[src/rtl/ped_request_conditioner_if.sv]
// Pedestrian request conditioner bundle: raw button and grant in, request/lamp/cooldown out.
// PRESS_COUNT_EN adds the 8-bit accepted-press counter to the bundle.
interface ped_request_conditioner_if;
    logic       button_raw;
    logic       pg;
    logic       button;
    logic       req_led;
    logic       locked;
`ifdef PRESS_COUNT_EN
    logic [7:0] press_cnt;
`endif

    // Controller/stimulus side
    modport master (
        output button_raw,
        output pg,
        input  button,
        input  req_led,
`ifdef PRESS_COUNT_EN
        input  press_cnt,
`endif
        input  locked
    );

    // Conditioner side
    modport slave (
        input  button_raw,
        input  pg,
        output button,
        output req_led,
`ifdef PRESS_COUNT_EN
        output press_cnt,
`endif
        output locked
    );
endinterface

[src/rtl/ped_request_conditioner.sv]
// Pedestrian request conditioner: synchronises and debounces the raw push-button, latches one
// request per press until the controller grants pedestrian green, then enforces a cooldown.
// Optional feature macro: PRESS_COUNT_EN (adds a saturating count of accepted presses).
module ped_request_conditioner #(
    parameter int unsigned DEB_CYCLES     = 500000,
    parameter int unsigned LOCKOUT_CYCLES = 50000000
) (
    input logic                      i_clk,
    input logic                      i_rst,  // synchronous, active-low
    ped_request_conditioner_if.slave io_ped
);
    localparam int unsigned DEB_W  = $clog2(DEB_CYCLES + 1);
    localparam int unsigned LOCK_W = $clog2(LOCKOUT_CYCLES + 1);

    typedef enum logic [1:0] {
        StIdle,
        StArmed,
        StServing,
        StLockout
    } state_t;

    logic [1:0]        r_sync;
    logic              r_deb;
    logic              r_deb_prev;
    logic [DEB_W-1:0]  r_deb_cnt;
    state_t            r_state;
    state_t            w_state_nxt;
    logic [LOCK_W-1:0] r_lock_cnt;
    logic [LOCK_W-1:0] w_lock_nxt;
    logic              r_button;
    logic              r_req_led;
    logic              r_locked;
    logic              w_press;

    // Two-flop synchroniser; the only path from the raw button into the design
    always_ff @(posedge i_clk) begin
        if (!i_rst) begin
            r_sync <= 2'b00;
        end else begin
            r_sync <= {r_sync[0], io_ped.button_raw};
        end
    end

    // Debounce: level toggles only after DEB_CYCLES consecutive mismatching samples
    always_ff @(posedge i_clk) begin
        if (!i_rst) begin
            r_deb      <= 1'b0;
            r_deb_prev <= 1'b0;
            r_deb_cnt  <= '0;
        end else begin
            r_deb_prev <= r_deb;
            if (r_sync[1] == r_deb) begin
                r_deb_cnt <= '0;
            end else if (r_deb_cnt == DEB_W'(DEB_CYCLES - 1)) begin
                r_deb     <= ~r_deb;
                r_deb_cnt <= '0;
            end else begin
                r_deb_cnt <= r_deb_cnt + DEB_W'(1);
            end
        end
    end

    // One-cycle press pulse on the debounced rising edge; releases are ignored
    assign w_press = r_deb & ~r_deb_prev;

    // Next-state and lockout-counter logic; PG always wins over a press
    always_comb begin
        w_state_nxt = r_state;
        w_lock_nxt  = r_lock_cnt;
        case (r_state)
            StIdle: begin
                if (io_ped.pg) begin
                    w_state_nxt = StServing;
                end else if (w_press) begin
                    w_state_nxt = StArmed;
                end
            end
            StArmed: begin
                if (io_ped.pg) begin
                    w_state_nxt = StServing;
                end
            end
            StServing: begin
                if (!io_ped.pg) begin
                    w_state_nxt = StLockout;
                    w_lock_nxt  = LOCK_W'(LOCKOUT_CYCLES - 1);
                end
            end
            StLockout: begin
                if (io_ped.pg) begin
                    w_state_nxt = StServing;
                end else if (r_lock_cnt == '0) begin
                    w_state_nxt = StIdle;
                end else begin
                    w_lock_nxt = r_lock_cnt - LOCK_W'(1);
                end
            end
            default: begin
                w_state_nxt = StIdle;
            end
        endcase
    end

    // State, counter and outputs registered together so outputs track the state exactly
    always_ff @(posedge i_clk) begin
        if (!i_rst) begin
            r_state    <= StIdle;
            r_lock_cnt <= '0;
            r_button   <= 1'b0;
            r_req_led  <= 1'b0;
            r_locked   <= 1'b0;
        end else begin
            r_state    <= w_state_nxt;
            r_lock_cnt <= w_lock_nxt;
            r_button   <= (w_state_nxt == StArmed);
            r_req_led  <= (w_state_nxt == StArmed) || (w_state_nxt == StServing);
            r_locked   <= (w_state_nxt == StLockout);
        end
    end

    assign io_ped.button  = r_button;
    assign io_ped.req_led = r_req_led;
    assign io_ped.locked  = r_locked;

`ifdef PRESS_COUNT_EN
    logic [7:0] r_press_cnt;
    logic       w_accept;

    assign w_accept = (r_state == StIdle) && (w_state_nxt == StArmed);

    // Saturating count of presses accepted from idle; absorbed presses do not count
    always_ff @(posedge i_clk) begin
        if (!i_rst) begin
            r_press_cnt <= 8'd0;
        end else if (w_accept && (r_press_cnt != 8'hff)) begin
            r_press_cnt <= r_press_cnt + 8'd1;
        end
    end

    assign io_ped.press_cnt = r_press_cnt;
`endif
endmodule

[src/flat_wrapper.sv]
// flat-port wrapper written by rule: the top's interface ports become plain ports
module ped_request_conditioner_flat 
#(
    parameter int unsigned DEB_CYCLES     = 500000,
    parameter int unsigned LOCKOUT_CYCLES = 50000000
)
  (i_clk, i_rst, io_ped_button_raw, io_ped_pg, io_ped_button, io_ped_req_led, io_ped_locked);
  ped_request_conditioner_if io_ped_i ();
  input logic i_clk;
  input logic i_rst;
  input wire logic [$bits(io_ped_i.button_raw)-1:0] io_ped_button_raw;
  input wire logic [$bits(io_ped_i.pg)-1:0] io_ped_pg;
  output wire logic [$bits(io_ped_i.button)-1:0] io_ped_button;
  output wire logic [$bits(io_ped_i.req_led)-1:0] io_ped_req_led;
  output wire logic [$bits(io_ped_i.locked)-1:0] io_ped_locked;
  assign io_ped_i.button_raw = io_ped_button_raw;
  assign io_ped_i.pg = io_ped_pg;
  assign io_ped_button = io_ped_i.button;
  assign io_ped_req_led = io_ped_i.req_led;
  assign io_ped_locked = io_ped_i.locked;
  ped_request_conditioner #(.DEB_CYCLES(DEB_CYCLES), .LOCKOUT_CYCLES(LOCKOUT_CYCLES)) u_core (.i_clk(i_clk), .i_rst(i_rst), .io_ped(io_ped_i));
endmodule
[config.mk]
export PLATFORM = sky130hd
export DESIGN_NAME = ped_request_conditioner_flat
export DESIGN_NICKNAME = d
export VERILOG_FILES = /design/src/rtl/ped_request_conditioner_if.sv /design/src/rtl/ped_request_conditioner.sv /design/src/flat_wrapper.sv
export SDC_FILE = /design/constraint.sdc
export NUM_CORES = 1
export LEC_CHECK = 0
export BUFFER_PORTS_ARGS = -buffer_cell sky130_fd_sc_hd__buf_4
export CAP_MARGIN = 5
export CORE_MARGIN = 4
export CORE_UTILIZATION = 60
export CTS_BUF_LIST = sky130_fd_sc_hd__clkbuf_16
export DETAILED_ROUTE_END_ITERATION = 12
export GPL_TIMING_DRIVEN = 1
export PLACE_DENSITY_LB_ADDON = 0.1
export SLEW_MARGIN = 25
export SYNTH_ARGS = -nofsm -noshare
export SYNTH_HDL_FRONTEND = slang
export SYNTH_SLANG_ARGS = --single-unit
[constraint.sdc]
create_clock -name i_clk -period 5.8 [get_ports i_clk]
set_clock_uncertainty 0.2 [all_clocks]
set_input_delay 1.16 -clock i_clk [delete_from_list [all_inputs] [get_ports i_clk]]
set_output_delay 1.16 -clock i_clk [all_outputs]
set_load 0.01 [all_outputs]
==> impl_summary.log <==
INFO  metric yosys-top-cells-count = dfxtp_1, nor2_1, xnor2_1
INFO  metric met3WireLength = 111 um
INFO  metric min_period_over_period = 0.5649
INFO  metric synth-warning-count = 0
INFO  metric grt_pass1_wl = 8362 um
INFO  metric rd_place_congestion = 0.7865
INFO  metric syn_nets = 289
INFO  metric worst-path-max-fanout = 16
INFO  metric synthDistinctLibCells = 46
INFO  metric drive_above_1_share = 0.09286
INFO  metric postRouteAntennaNets = 0
INFO  metric report.final.hold_viol_count = 0
INFO  metric cts_root_buffer = clkbuf_16
INFO  metric grt_overflow = 0
INFO  metric grt_antenna_before_repair = 0
INFO  metric synthCells = 281
INFO  metric synth_ff_type = dfxtp_1
INFO  metric worst_ep_arrival_time = 3.31 ns
INFO  metric wl_per_cell = 14.29 um
INFO  metric max-vdd-ir-drop = 0.0001913 V
INFO  metric slowest_stage = nand4bb_1
INFO  metric n_fill_cell = 345
INFO  metric run_status = completed
INFO  metric cellLeakagePower = 0.9482 nW
INFO  metric detailroute.via_count = 1,959
INFO  metric cts_htree_levels = 2
INFO  metric hold_path_class = register to register
INFO  metric highest-signal-layer = met4
INFO  metric async_flop_share = 0
INFO  metric detailed_place_hpwl = 3218 um
INFO  metric final.min_clock_period = 3.276 ns
INFO  metric via_count_of_the_first_global_routing_pass = 1,866
INFO  metric timing.critical_path.slowest_cell_delay = 0.82 ns
INFO  metric start_util = 0.6306
INFO  metric critical_path_class = register to register
INFO  metric worst_slew_pin_slew = 0.9157 ns
INFO  metric cp_cell_sequence = or4_1 -> nand4bb_1 -> o21ai_4 -> o31ai_1 -> ha_1 -> nor2b_1
INFO  metric met2RoutedLength = 2117 um
INFO  metric inserted_clock_buffers = 5
INFO  metric hold_depth = 1
INFO  metric firstDrtPassIters = 4
INFO  metric postCtsSetupRepairBufs = 0
INFO  metric dieArea = 0.005374 mm2
INFO  metric drt_iter0_drc = 87
INFO  metric critPathTopFamily = simple AND/OR/NAND/NOR gates
INFO  metric critical_path_depth = 6
INFO  metric ff_latch_area = 0.001081 mm2
INFO  metric max_slew_margin_vs_limit = 0.3839
INFO  metric routed_via_density = 5.936
INFO  metric yosys.cell_count.top_type = dfxtp_1
INFO  metric area.growth.synth_to_final = 7.579%
INFO  metric cts_buffer_depth = 2
INFO  metric synth.largest_area_cell = dfxtp_1
INFO  metric timing_max_transition_violations_final = 0
INFO  metric wl_met1 = 2425 um
INFO  metric num_antenna_cells = 0
INFO  metric cts.reportedPaths.clkPinSlew = 0.07 ns
INFO  metric hold_slack = 0.2415 ns
INFO  metric synth.top_cell.area_share = 0.4225
INFO  metric wl = 4717 um
INFO  metric grt_start_max_net_pins = 30
INFO  metric achievable-frequency = 305.2 MHz
INFO  metric finalSetupViolations = 0
INFO  metric global_routing_usage_summed_across_all_routing_layers = 0.1977
INFO  metric maxCapViolCount = 0
INFO  metric multi_input_area = 0.001388 mm2
INFO  metric worst_ep_required_time = 5.83 ns
INFO  metric rsz0062_at_grt = false
INFO  metric top_level_port_count = 7
INFO  metric fp.dieW = 73.31 um
INFO  metric placement.io_buffers = 6
INFO  metric critical_path_buf_inv_count = 0
INFO  metric core_region_area = 0.004058 mm2
INFO  metric cts.hold.buffers_added = 0
INFO  metric timing.critical_path.to_type = register
INFO  metric power_density = 302.3 mW/mm2
INFO  metric post_cts_resized = 0
INFO  metric core.rowCount = 23
INFO  metric clock_latency = 0.29 ns
INFO  metric cp-start-kind = register
INFO  metric finish.net_count = 287
INFO  metric ff2ff_path_depth = 6
INFO  metric tritoncts = built
INFO  metric postSynthRegisterBits = 54
INFO  metric syn-cell-area = 0.002559 mm2
INFO  metric fin_setup_tns = 0 ns
INFO  metric layout.core_utilization = 0.6784
INFO  metric drc = 0
INFO  metric clock-sinks = 54
INFO  metric syn_avg_cell_area = 9.106 um2
INFO  metric die_y = 73.31 um
INFO  metric synth_edf_count = 0
INFO  metric seq_area_frac_synth = 0.4225
INFO  metric yosys-top-cells-area = dfxtp_1, xnor2_1, xor2_1, nor2_1, o21a_1
==> routing by layer <==
metal	vias up	global-route usage
li1	1001	-
met1	931	0.2633
met5	-	0
met2	20	0.3168
met4	0	0.06036
met3	7	0.04925
==> cells by family (layout without fill, tap and decap cells) <==
kind of cell    count (synthesis)  after routing  share of synthesized area
mux                             1              1                   0.003912
xor+xnor                       33             33                     0.1130
fa+ha+maj                       4              4                    0.01956
compound gates                 50             50                     0.1496
buf+inv                        22             21                    0.03619
simple gates                  117            117                     0.2553
flops                          54             54                     0.4225
==> path summary, 6_finish.rpt <==
check	from	endpoint	slack, ns
max	u_core.r_lock_cnt[2]	u_core.io_ped.req_led	2.52
min	u_core.r_sync[0]	u_core.r_sync[1]	0.24
max reg2reg	u_core.r_lock_cnt[2]	u_core.io_ped.req_led	2.52
min reg2reg	u_core.r_sync[0]	u_core.r_sync[1]	0.24
==> power by group <==
group / total, mW / switching (mW) / internal [mW]
Sequential: 0.405 / 0.0167 / 0.388
Combinational: 0.127 / 0.0753 / 0.0514
Clock: 0.301 / 0.138 / 0.162
Total: 0.832 / 0.230 / 0.602
==> layout make-up <==
type | instances | share of cell area
multi-input combinational | 205 | 0.5041
sequential | 54 | 0.3927
clock buffer | 5 | 0.04545
tap | 50 | 0.02273
timing repair buffer | 6 | 0.01636
inverter | 7 | 0.009545
clock inverter | 3 | 0.009091
==> state kept, by name (all words and copies together) (netlist names) <==
register and cells:
u_core.io_ped.button 1, u_core.r_deb_cnt 19, u_core.r_state 2, u_core.r_lock_cnt 26
u_core.io_ped.req_led 1, u_core.io_ped.locked 1, u_core.r_sync 2, u_core.r_deb 1
u_core.r_deb_prev 1
==> placed cells by master (no fill, tap or decap), drive strengths merged, types with 5 or more instances in the layout <==
master   n
o31a     7
or3      6
nand2    7
inv      8
buf      6
nor3     5
nor2    36
xor2    16
o21ai    8
o21a    16
dfxtp   54
nor4    12
nand4   10
or4      6
o211ai   5
clkbuf   5
xnor2   17
and2     6
nand3    9
a21oi    6
==> metrics by stage <==
step	cell area, um2	total power [mW]	setup slack [ns]	instances
after floorplan	2559	0.5209	2.652	281
after global routing	2753	0.8707	2.308	330
final	2753	0.8322	2.524	330
after detailed placement	2603	0.5386	2.221	322
after CTS	2753	0.8391	2.519	330
after global placement	2600	0.5355	2.274	322
Power figures use the tool's default switching activity.
